File: src/rtl/updown_counter_pkg.sv
// Shared encodings for the up/down counter family: direction and edge mode.
package updown_counter_pkg;

    // Meaning of the dir input.
    typedef enum logic {
        DIR_DOWN = 1'b0,
        DIR_UP   = 1'b1
    } dir_e;

    // Values accepted by the SATURATE parameter.
    localparam int MODE_WRAP = 0;
    localparam int MODE_SAT  = 1;

endpackage

File: src/rtl/updown_prescaler.sv
// Enable prescaler: produces one tick every PRESCALE enabled cycles.
// The phase holds while en is low and returns to zero on rst or clr.
module updown_prescaler #(
    parameter int PRESCALE = 1
) (
    input  logic clk,
    input  logic rst,
    input  logic en,
    input  logic clr,
    output logic tick
);

    generate
        if (PRESCALE <= 1) begin : g_bypass
            // With no division the tick is simply the enable.
            logic unused_inputs;
            assign unused_inputs = &{1'b0, clk, rst, clr};
            assign tick = en;
        end else begin : g_divide
            localparam int PW = $clog2(PRESCALE);
            localparam logic [PW-1:0] LAST = PW'(PRESCALE - 1);

            logic [PW-1:0] phase;

            assign tick = en && (phase == LAST);

            // Advance the phase on each enabled cycle, restarting after a tick.
            always_ff @(posedge clk) begin
                if (rst || clr) begin
                    phase <= '0;
                end else if (en) begin
                    if (tick) begin
                        phase <= '0;
                    end else begin
                        phase <= phase + 1'b1;
                    end
                end
            end
        end
    endgenerate

endmodule

File: src/rtl/updown_counter.sv
// Up/down counter with programmable step inside a [MIN_VAL, MAX_VAL] window.
// Supports clear, clamped parallel load, prescaled enable, and wrap or
// saturate behaviour with a registered terminal-count pulse.
module updown_counter
    import updown_counter_pkg::*;
#(
    parameter int           W         = 8,
    parameter logic [W-1:0] MIN_VAL   = '0,
    parameter logic [W-1:0] MAX_VAL   = '1,
    parameter logic [W-1:0] START_VAL = MIN_VAL,
    parameter int           SATURATE  = MODE_WRAP,
    parameter int           PRESCALE  = 1
) (
    input  logic         clk,
    input  logic         rst,
    input  logic         clr,
    input  logic         load,
    input  logic [W-1:0] load_val,
    input  logic         en,
    input  logic         dir,
    input  logic [W-1:0] step,
    output logic [W-1:0] cnt,
    output logic         tc,
    output logic         at_max,
    output logic         at_min
);

    // Window bounds widened by one bit so no intermediate value overflows.
    localparam logic [W:0] MIN_X   = {1'b0, MIN_VAL};
    localparam logic [W:0] MAX_X   = {1'b0, MAX_VAL};
    localparam logic [W:0] RANGE_X = MAX_X - MIN_X;

    logic         tick;
    logic [W-1:0] load_clamped;
    logic [W-1:0] tick_cnt;
    logic         tick_tc;

    logic [W:0] cnt_x;
    logic [W:0] step_x;
    logic [W:0] head;
    logic [W:0] room;
    logic [W:0] excess;
    logic [W:0] deficit;
    logic [W:0] wrap_val;

    // A clear or a load restarts the prescaler period.
    updown_prescaler #(
        .PRESCALE(PRESCALE)
    ) u_prescaler (
        .clk (clk),
        .rst (rst),
        .en  (en),
        .clr (clr | load),
        .tick(tick)
    );

    // Pull an out-of-window load value onto the nearest bound.
    always_comb begin
        load_clamped = load_val;
        if (load_val < MIN_VAL) begin
            load_clamped = MIN_VAL;
        end else if (load_val > MAX_VAL) begin
            load_clamped = MAX_VAL;
        end
    end

    // Work out the count and boundary flag a tick would produce right now.
    // head/room are the distances to the upper/lower bound; excess/deficit
    // are how far past that bound the step reaches, minus one.
    always_comb begin
        cnt_x    = {1'b0, cnt};
        step_x   = {1'b0, step};
        head     = MAX_X - cnt_x;
        room     = cnt_x - MIN_X;
        excess   = step_x - head - 1'b1;
        deficit  = step_x - room - 1'b1;
        wrap_val = '0;
        tick_cnt = cnt;
        tick_tc  = 1'b0;
        if (dir == DIR_UP) begin
            if (step_x > head) begin
                tick_tc = 1'b1;
                if (SATURATE == MODE_SAT || excess > RANGE_X) begin
                    tick_cnt = MAX_VAL;
                end else begin
                    wrap_val = MIN_X + excess;
                    tick_cnt = wrap_val[W-1:0];
                end
            end else begin
                wrap_val = cnt_x + step_x;
                tick_cnt = wrap_val[W-1:0];
            end
        end else begin
            if (step_x > room) begin
                tick_tc = 1'b1;
                if (SATURATE == MODE_SAT || deficit > RANGE_X) begin
                    tick_cnt = MIN_VAL;
                end else begin
                    wrap_val = MAX_X - deficit;
                    tick_cnt = wrap_val[W-1:0];
                end
            end else begin
                wrap_val = cnt_x - step_x;
                tick_cnt = wrap_val[W-1:0];
            end
        end
    end

    // Count register with fixed priority rst > clr > load > tick.
    always_ff @(posedge clk) begin
        if (rst) begin
            cnt <= START_VAL;
            tc  <= 1'b0;
        end else if (clr) begin
            cnt <= START_VAL;
            tc  <= 1'b0;
        end else if (load) begin
            cnt <= load_clamped;
            tc  <= 1'b0;
        end else if (tick) begin
            cnt <= tick_cnt;
            tc  <= tick_tc;
        end else begin
            tc  <= 1'b0;
        end
    end

    assign at_max = (cnt == MAX_VAL);
    assign at_min = (cnt == MIN_VAL);

endmodule

File: config.mk
export PLATFORM = sky130hd
export DESIGN_NAME = updown_counter
export DESIGN_NICKNAME = d
export VERILOG_FILES = /design/src/rtl/updown_counter_pkg.sv /design/src/rtl/updown_prescaler.sv /design/src/rtl/updown_counter.sv
export SDC_FILE = /design/constraint.sdc
export NUM_CORES = 1
export LEC_CHECK = 0
export BUFFER_PORTS_ARGS = -buffer_cell sky130_fd_sc_hd__buf_2
export CORE_MARGIN = 4
export CORE_UTILIZATION = 50
export DETAILED_ROUTE_END_ITERATION = 8
export MAX_ROUTING_LAYER = met4
export PLACE_DENSITY = 0.76
export SYNTH_ARGS = -nofsm -noshare
export SYNTH_HDL_FRONTEND = slang
export SYNTH_SLANG_ARGS = --single-unit
File: constraint.sdc
create_clock -name clk -period 2.2 [get_ports clk]
set_input_delay 0.33 -clock clk [delete_from_list [all_inputs] [get_ports clk]]
set_output_delay 0.33 -clock clk [all_outputs]
set_load 0.1 [all_outputs]
==> flow_metrics.py, run 1 <==
metrics = {
    "layout": {
        "areaGrowthSynthToFinish_pct": 53.14,
        "n_fill_cell": 271,
        "finalInstanceArea_um2": 2683,
        "stdcell_count": 379,
        "post-route-util_pct": 79.76,
        "num-nets-final": 382,
        "seqCellArea_um2": 210.2,
        "multi_input_area_um2": 1628,
        "layout-drive-gt1-share_pct": 45.35,
        "n_antenna_cell": 0,
    },
    "synthesis": {
        "synth-edff-count": 0,
        "synthArstFlopShare_pct": 0,
        "synth_nets": 289,
        "ys.flop_type": "dfxtp_1",
        "synth_area_um2": 1752,
        "ys_seq_elements": 9,
        "synth_top_area_cell": "ha_1",
        "ys_seq_area_share_pct": 10.29,
        "synth_top_area_share_pct": 17.14,
        "avgSynthCellArea_um2": 7.268,
        "synth_most_common_cell": "a21oi_1",
        "synthTopCellsByCount": "25 x a21oi_1, 24 x ha_1, 24 x inv_1",
        "synth_area_leaders": "ha_1 17%, dfxtp_1 10%, a21oi_1 7.1%",
        "ys_warn_count": 0,
        "synth_cell_types": 54,
        "syn_inst": 241,
    },
    "sta": {
        "period_share_pct": 106.2,
        "max_freq_mhz": 428.2,
        "setup_viol": 5,
        "setup_ws_ns": -0.1353,
        "fin_skew_ns": 0.006490,
        "rsz0062_at_grt": "yes",
        "slew_violations": 0,
        "min_period_ns": 2.335,
        "worstMarginPinSlew_ns": 0.4967,
        "hold_violations": 0,
        "slew_headroom_pct": 66.60,
    },
    "setup_path": {
        "crit_arrival_ns": 2.51,
        "crit_chain": "buf_6 -> ha_4 -> fa_2 -> nor3b_4 -> o31ai_4 -> nand2_2 -> a2111oi_4 -> buf_4 -> a211oi_2 -> o32ai_2",
        "max_stage_delay_ns": 0.39,
        "end_kind": "register",
        "cp_max_fo": 4,
        "crit_buf_inv": 2,
        "path_class": "register to register",
        "r2r_slack_ns": -0.14,
        "crit_path_start_kind": "register",
        "cp_slowest_cell": "a2111oi_4",
        "path_delay_family": "compound AO/OA/AOI/OAI gates",
        "required_ns": 2.37,
    },
    "place": {
        "dp.cells": 368,
        "dp_hpwl_um": 5044,
        "pre_cts_slack_ns": -0.2143,
        "post_dp_cell_area_um2": 2472,
        "io_buffer_count": 32,
        "gp_congestion": 0.9623,
    },
    "drt": {
        "drt_iter0_markers": 166,
        "routed_via_density": 5.881,
        "drc": 0,
        "wl_per_cell_um": 16.85,
        "vias": 2229,
        "drtPass1Iterations": 5,
        "routed_wl_um": 6386,
        "detail-route-antenna-nets": 0,
    },
    "global_route": {
        "grt_max_degree": 20,
        "grt_pass1_wl_um": 10070,
        "overflow": 0,
        "grt_pass1_vias": 2111,
        "grtUsageTotal_pct": 30.04,
        "antenna_found_initial": 0,
    },
    "power": {
        "power_w": 0.001043,
        "power.leakage_nw": 1.212,
        "ir_drop_mv": 0.3696,
        "power_density_nw_per_um2": 388.9,
    },
    "job": {
        "drv_cap": 0,
    },
    "die": {
        "die_y_um": 67.19,
        "die_w_um": 67.19,
        "die_area_um2": 4515,
        "io_pins": 33,
        "core_um2": 3363,
        "rows": 21,
        "start_util_pct": 52.08,
    },
    "clocking": {
        "cts-root-buf": "clkbuf_4",
        "h-tree-depth": 1,
        "cts_tree": "done",
        "hold_buffers": 0,
        "clk_pin_slew_ns": 0.07,
        "clk_latency_ns": 0.26,
        "cts_buffers": 3,
        "cts_sinks": 9,
        "clockBufferDepth": 2,
    },
    "worst_hold_path": {
        "worstHoldPathType": "input pin to register",
    },
    "outcome": {
        "violations": "negative setup slack",
        "status": "finished, violations left",
    },
}
[per-stage QoR]
stage               setup TNS, ns  hold WS, ns
floorplan                -0.01706       0.5178
global placement          -0.9717       0.6318
detailed placement         -1.206       0.6319
CTS                       -0.4272       0.3784
global route               -1.177       0.4074
finish                    -0.4799       0.3827
[worst paths after layout]
path,from,endpoint,cells after the start
worst min-delay path,load_val[7],cnt[7]$_SDFFE_PP0P_,3
worst min register to register,cnt[2]$_SDFFE_PP0P_,cnt[2]$_SDFFE_PP0P_,4
worst max-delay path,cnt[0]$_SDFFE_PP0P_,cnt[7]$_SDFFE_PP0P_,10
worst max register to register,cnt[0]$_SDFFE_PP0P_,cnt[7]$_SDFFE_PP0P_,10
[final cells by class]
class                           instances  share of cell area (%)
Multi-Input combinational cell        196                   60.68
Tap cell                               46                   2.146
Clock buffer                            4                  0.9795
Inverter                               25                   3.498
Timing Repair Buffer                   99                   24.86
Sequential cell                         9                   7.836
[where the power goes]
part | leakage [nW] | total, W | internal [W] | switching (W)
combinational | 1.12 | 0.000735 | 0.000312 | 0.000422
clock | 0.0150 | 0.000130 | 0.0000699 | 0.0000596
sequential | 0.0793 | 0.000179 | 0.000167 | 0.0000117
total | 1.21 | 0.00104 | 0.000549 | 0.000494
[cells in the final DEF, fill, tap and decap left out, drive strengths merged, types with 7 or more instances in the layout]
| cell type | synthesis | layout |
|---|---|---|
| nand2 | 7 | 7 |
| dfxtp | 9 | 9 |
| o21ai | 13 | 13 |
| nor3 | 14 | 14 |
| a21oi | 25 | 25 |
| ha | 24 | 24 |
| nor2 | 23 | 23 |
| inv | 25 | 25 |
| a211oi | 9 | 9 |
| o22ai | 7 | 7 |
| buf | 6 | 99 |
[timing repair]
item,CTS,global route
hold endpoints to repair,0,0
setup buffers,5,2
endpoints found under the setup margin,7,8
pin swaps,6,4
gates resized for setup,12,14
[state kept, by name, summed over array words and instances (netlist names)]
name  flops
tc        1
cnt       8
[worst min-delay path: stages]
cell and delay (ns):
buf_2 0.08, a21oi_1 0.08, o32ai_2 0.11
[logic make-up after synthesis]
group           Yosys count  synth area share, %
buf+inv                  36                8.143
compound gates           89                36.43
simple gates             72                21.21
fa+ha+maj                26                19.43
flops                     9                10.29
xor+xnor                  9                4.500
[metal layers]
layer | routed length (µm) | up-vias | GRT usage [%]
li1 | - | 1074 | -
met1 | 2806 | 1035 | 39.90
met2 | 2916 | 106 | 48.59
met3 | 576 | 14 | 4.992
met4 | 87 | 0 | 5.063
met5 | 0 | - | -
(Power assumes the default switching activity.)
==> run 2, diff against run 1 <==
Settings changed: CTS_BUF_LIST set to sky130_fd_sc_hd__clkbuf_4 sky130_fd_sc_hd__clkbuf_8 sky130_fd_sc_hd__clkbuf_16.
==> flow_metrics.py, run 2 (synthesized netlist as in run 1, its figures left out) <==
metrics = {
    "layout": {
        "layout-drive-gt1-share_pct": 44.21,
        "largest_reg_flops": 8,
        "num-nets-final": 377,
        "final_cell_mix": "61 x buf_4, 32 x buf_2, 23 x inv_1",
        "areaGrowthSynthToFinish_pct": 50.64,
        "final_common_cell": "buf_4",
        "regMostFlops": "cnt",
        "n_antenna_cell": 0,
        "reg_top3": "cnt: 8 flops, tc: 1 flops",
        "stdcell_count": 374,
    },
    "setup_path": {
        "end_kind": "register",
        "cp_max_fo": 5,
        "crit_arrival_ns": 2.47,
        "required_ns": 2.37,
        "crit_path_start_kind": "register",
        "path_class": "register to register",
        "crit_start": "cnt[3]$_SDFFE_PP0P_",
        "crit_path_end": "cnt[5]$_SDFFE_PP0P_",
        "r2r-end": "cnt[5]$_SDFFE_PP0P_",
        "rr_worst_depth": 9,
        "r2r_slack_ns": -0.1,
        "reg2reg_from": "cnt[3]$_SDFFE_PP0P_",
    },
    "global_route": {
        "overflow": 0,
        "grtUsageTotal_pct": 29.94,
        "grt_pass1_vias": 2109,
        "grt_pass1_wl_um": 9970,
        "antenna_found_initial": 0,
        "grt_max_degree": 20,
    },
    "power": {
        "power_density_nw_per_um2": 396.1,
        "power.leakage_nw": 1.187,
        "ir_drop_mv": 0.3631,
    },
    "sta": {
        "hold_violations": 0,
        "min_period_ns": 2.300,
        "setup_ws_ns": -0.09993,
        "worstMarginPinSlew_ns": 0.5040,
        "slew_headroom_pct": 66.63,
        "fin_skew_ns": 0.01008,
        "period_share_pct": 104.5,
        "max_freq_mhz": 434.8,
        "slew_violations": 0,
        "setup_viol": 4,
        "rsz0062_at_grt": "yes",
        "whs_ns": 0.3785,
    },
    "drt": {
        "drt_iter0_markers": 185,
        "wl_per_cell_um": 16.79,
        "routed_via_density": 5.906,
        "drtPass1Iterations": 5,
        "drc": 0,
        "detail-route-antenna-nets": 0,
        "routed_wl_um": 6280,
        "vias": 2209,
    },
    "worst_hold_path": {
        "min_path_cells": 3,
        "hold_path.startpoint": "load_val[7]",
        "worstHoldPathType": "input pin to register",
    },
    "die": {
        "rows": 21,
        "die_y_um": 67.19,
        "start_util_pct": 52.08,
        "die_area_um2": 4515,
        "die_w_um": 67.19,
        "io_pins": 33,
        "core_um2": 3363,
    },
    "clocking": {
        "hold_buffers": 0,
        "clk_pin_slew_ns": 0.07,
        "cts_tree": "done",
        "clockBufferDepth": 2,
        "cts_sinks": 9,
        "h-tree-depth": 1,
        "cts-root-buf": "clkbuf_4",
        "clk_latency_ns": 0.26,
        "cts_buffers": 3,
    },
    "place": {
        "io_buffer_count": 32,
        "dp_hpwl_um": 5044,
        "gp_congestion": 0.9623,
        "dp.cells": 368,
        "pre_cts_slack_ns": -0.2143,
    },
    "outcome": {
        "violations": "negative setup slack",
        "status": "finished, violations left",
    },
    "job": {
        "drv_cap": 0,
    },
}
[run 2: changes by cell type in the layout (fill, tap and decap cells not counted), sizes merged]
cell and change:
buf -5
[run 2: area by class of cell]
class	instances	area (µm²)
Fill cell	284	724.4
Timing Repair Buffer	94	629.4
Sequential cell	9	210.2
Clock buffer	4	30.03
Multi-Input combinational cell	196	1618
Inverter	25	93.84
Tap cell	46	57.56
[run 2: critical path: stages (launching register included)]
cell,delay (ns)
dfxtp_4,0.37
ha_1,0.32
buf_4,0.18
a21oi_2,0.22
a21boi_2,0.11
or2_4,0.27
buf_4,0.16
nor3b_2,0.18
o22ai_1,0.12
a211oi_1,0.27
[run 2: how the worst min path moves through the flow]
stage	slack, ns	to
after global routing	0.41	cnt[7]$_SDFFE_PP0P_
after detailed placement	0.63	cnt[7]$_SDFFE_PP0P_
final	0.38	cnt[7]$_SDFFE_PP0P_
after CTS	0.38	cnt[7]$_SDFFE_PP0P_
after floorplan	0.52	cnt[1]$_SDFFE_PP0P_
after global placement	0.63	cnt[7]$_SDFFE_PP0P_
[run 2: metal layers]
| layer | up-vias | track usage [%] | routed length (µm) |
|---|---|---|---|
| li1 | 1061 | - | - |
| met1 | 1014 | 39.20 | 2753 |
| met2 | 120 | 48.47 | 2904 |
| met3 | 14 | 4.992 | 525 |
| met4 | 0 | 6.329 | 96 |
| met5 | - | - | 0 |
[run 2: what timing repair did]
action / 4_1_cts / 5_1_grt
pin swaps: 3 / 7
setup endpoints to repair: 7 / 8
setup buffers: 2 / 0
resized for setup: 10 / 16
[run 2: power breakdown]
| part | switching [W] | internal, W |
|---|---|---|
| logic | 0.000418 | 0.000305 |
| clock network | 0.0000620 | 0.0000823 |
| registers | 0.0000115 | 0.000167 |
[run 2: stage by stage]
step / total power [W] / setup TNS (ns) / instance area, µm² / util, %
detailed placement: 0.0008388 / -1.206 / 2472 / 73.51
floorplan: 0.0005852 / -0.01706 / 1853 / -
global placement: 0.0008339 / -0.9717 / 2472 / 73.51
global route: 0.001104 / -0.9557 / 2639 / 78.46
finish: 0.001045 / -0.2024 / 2639 / 78.46
CTS: 0.001005 / -0.2325 / 2564 / 76.23
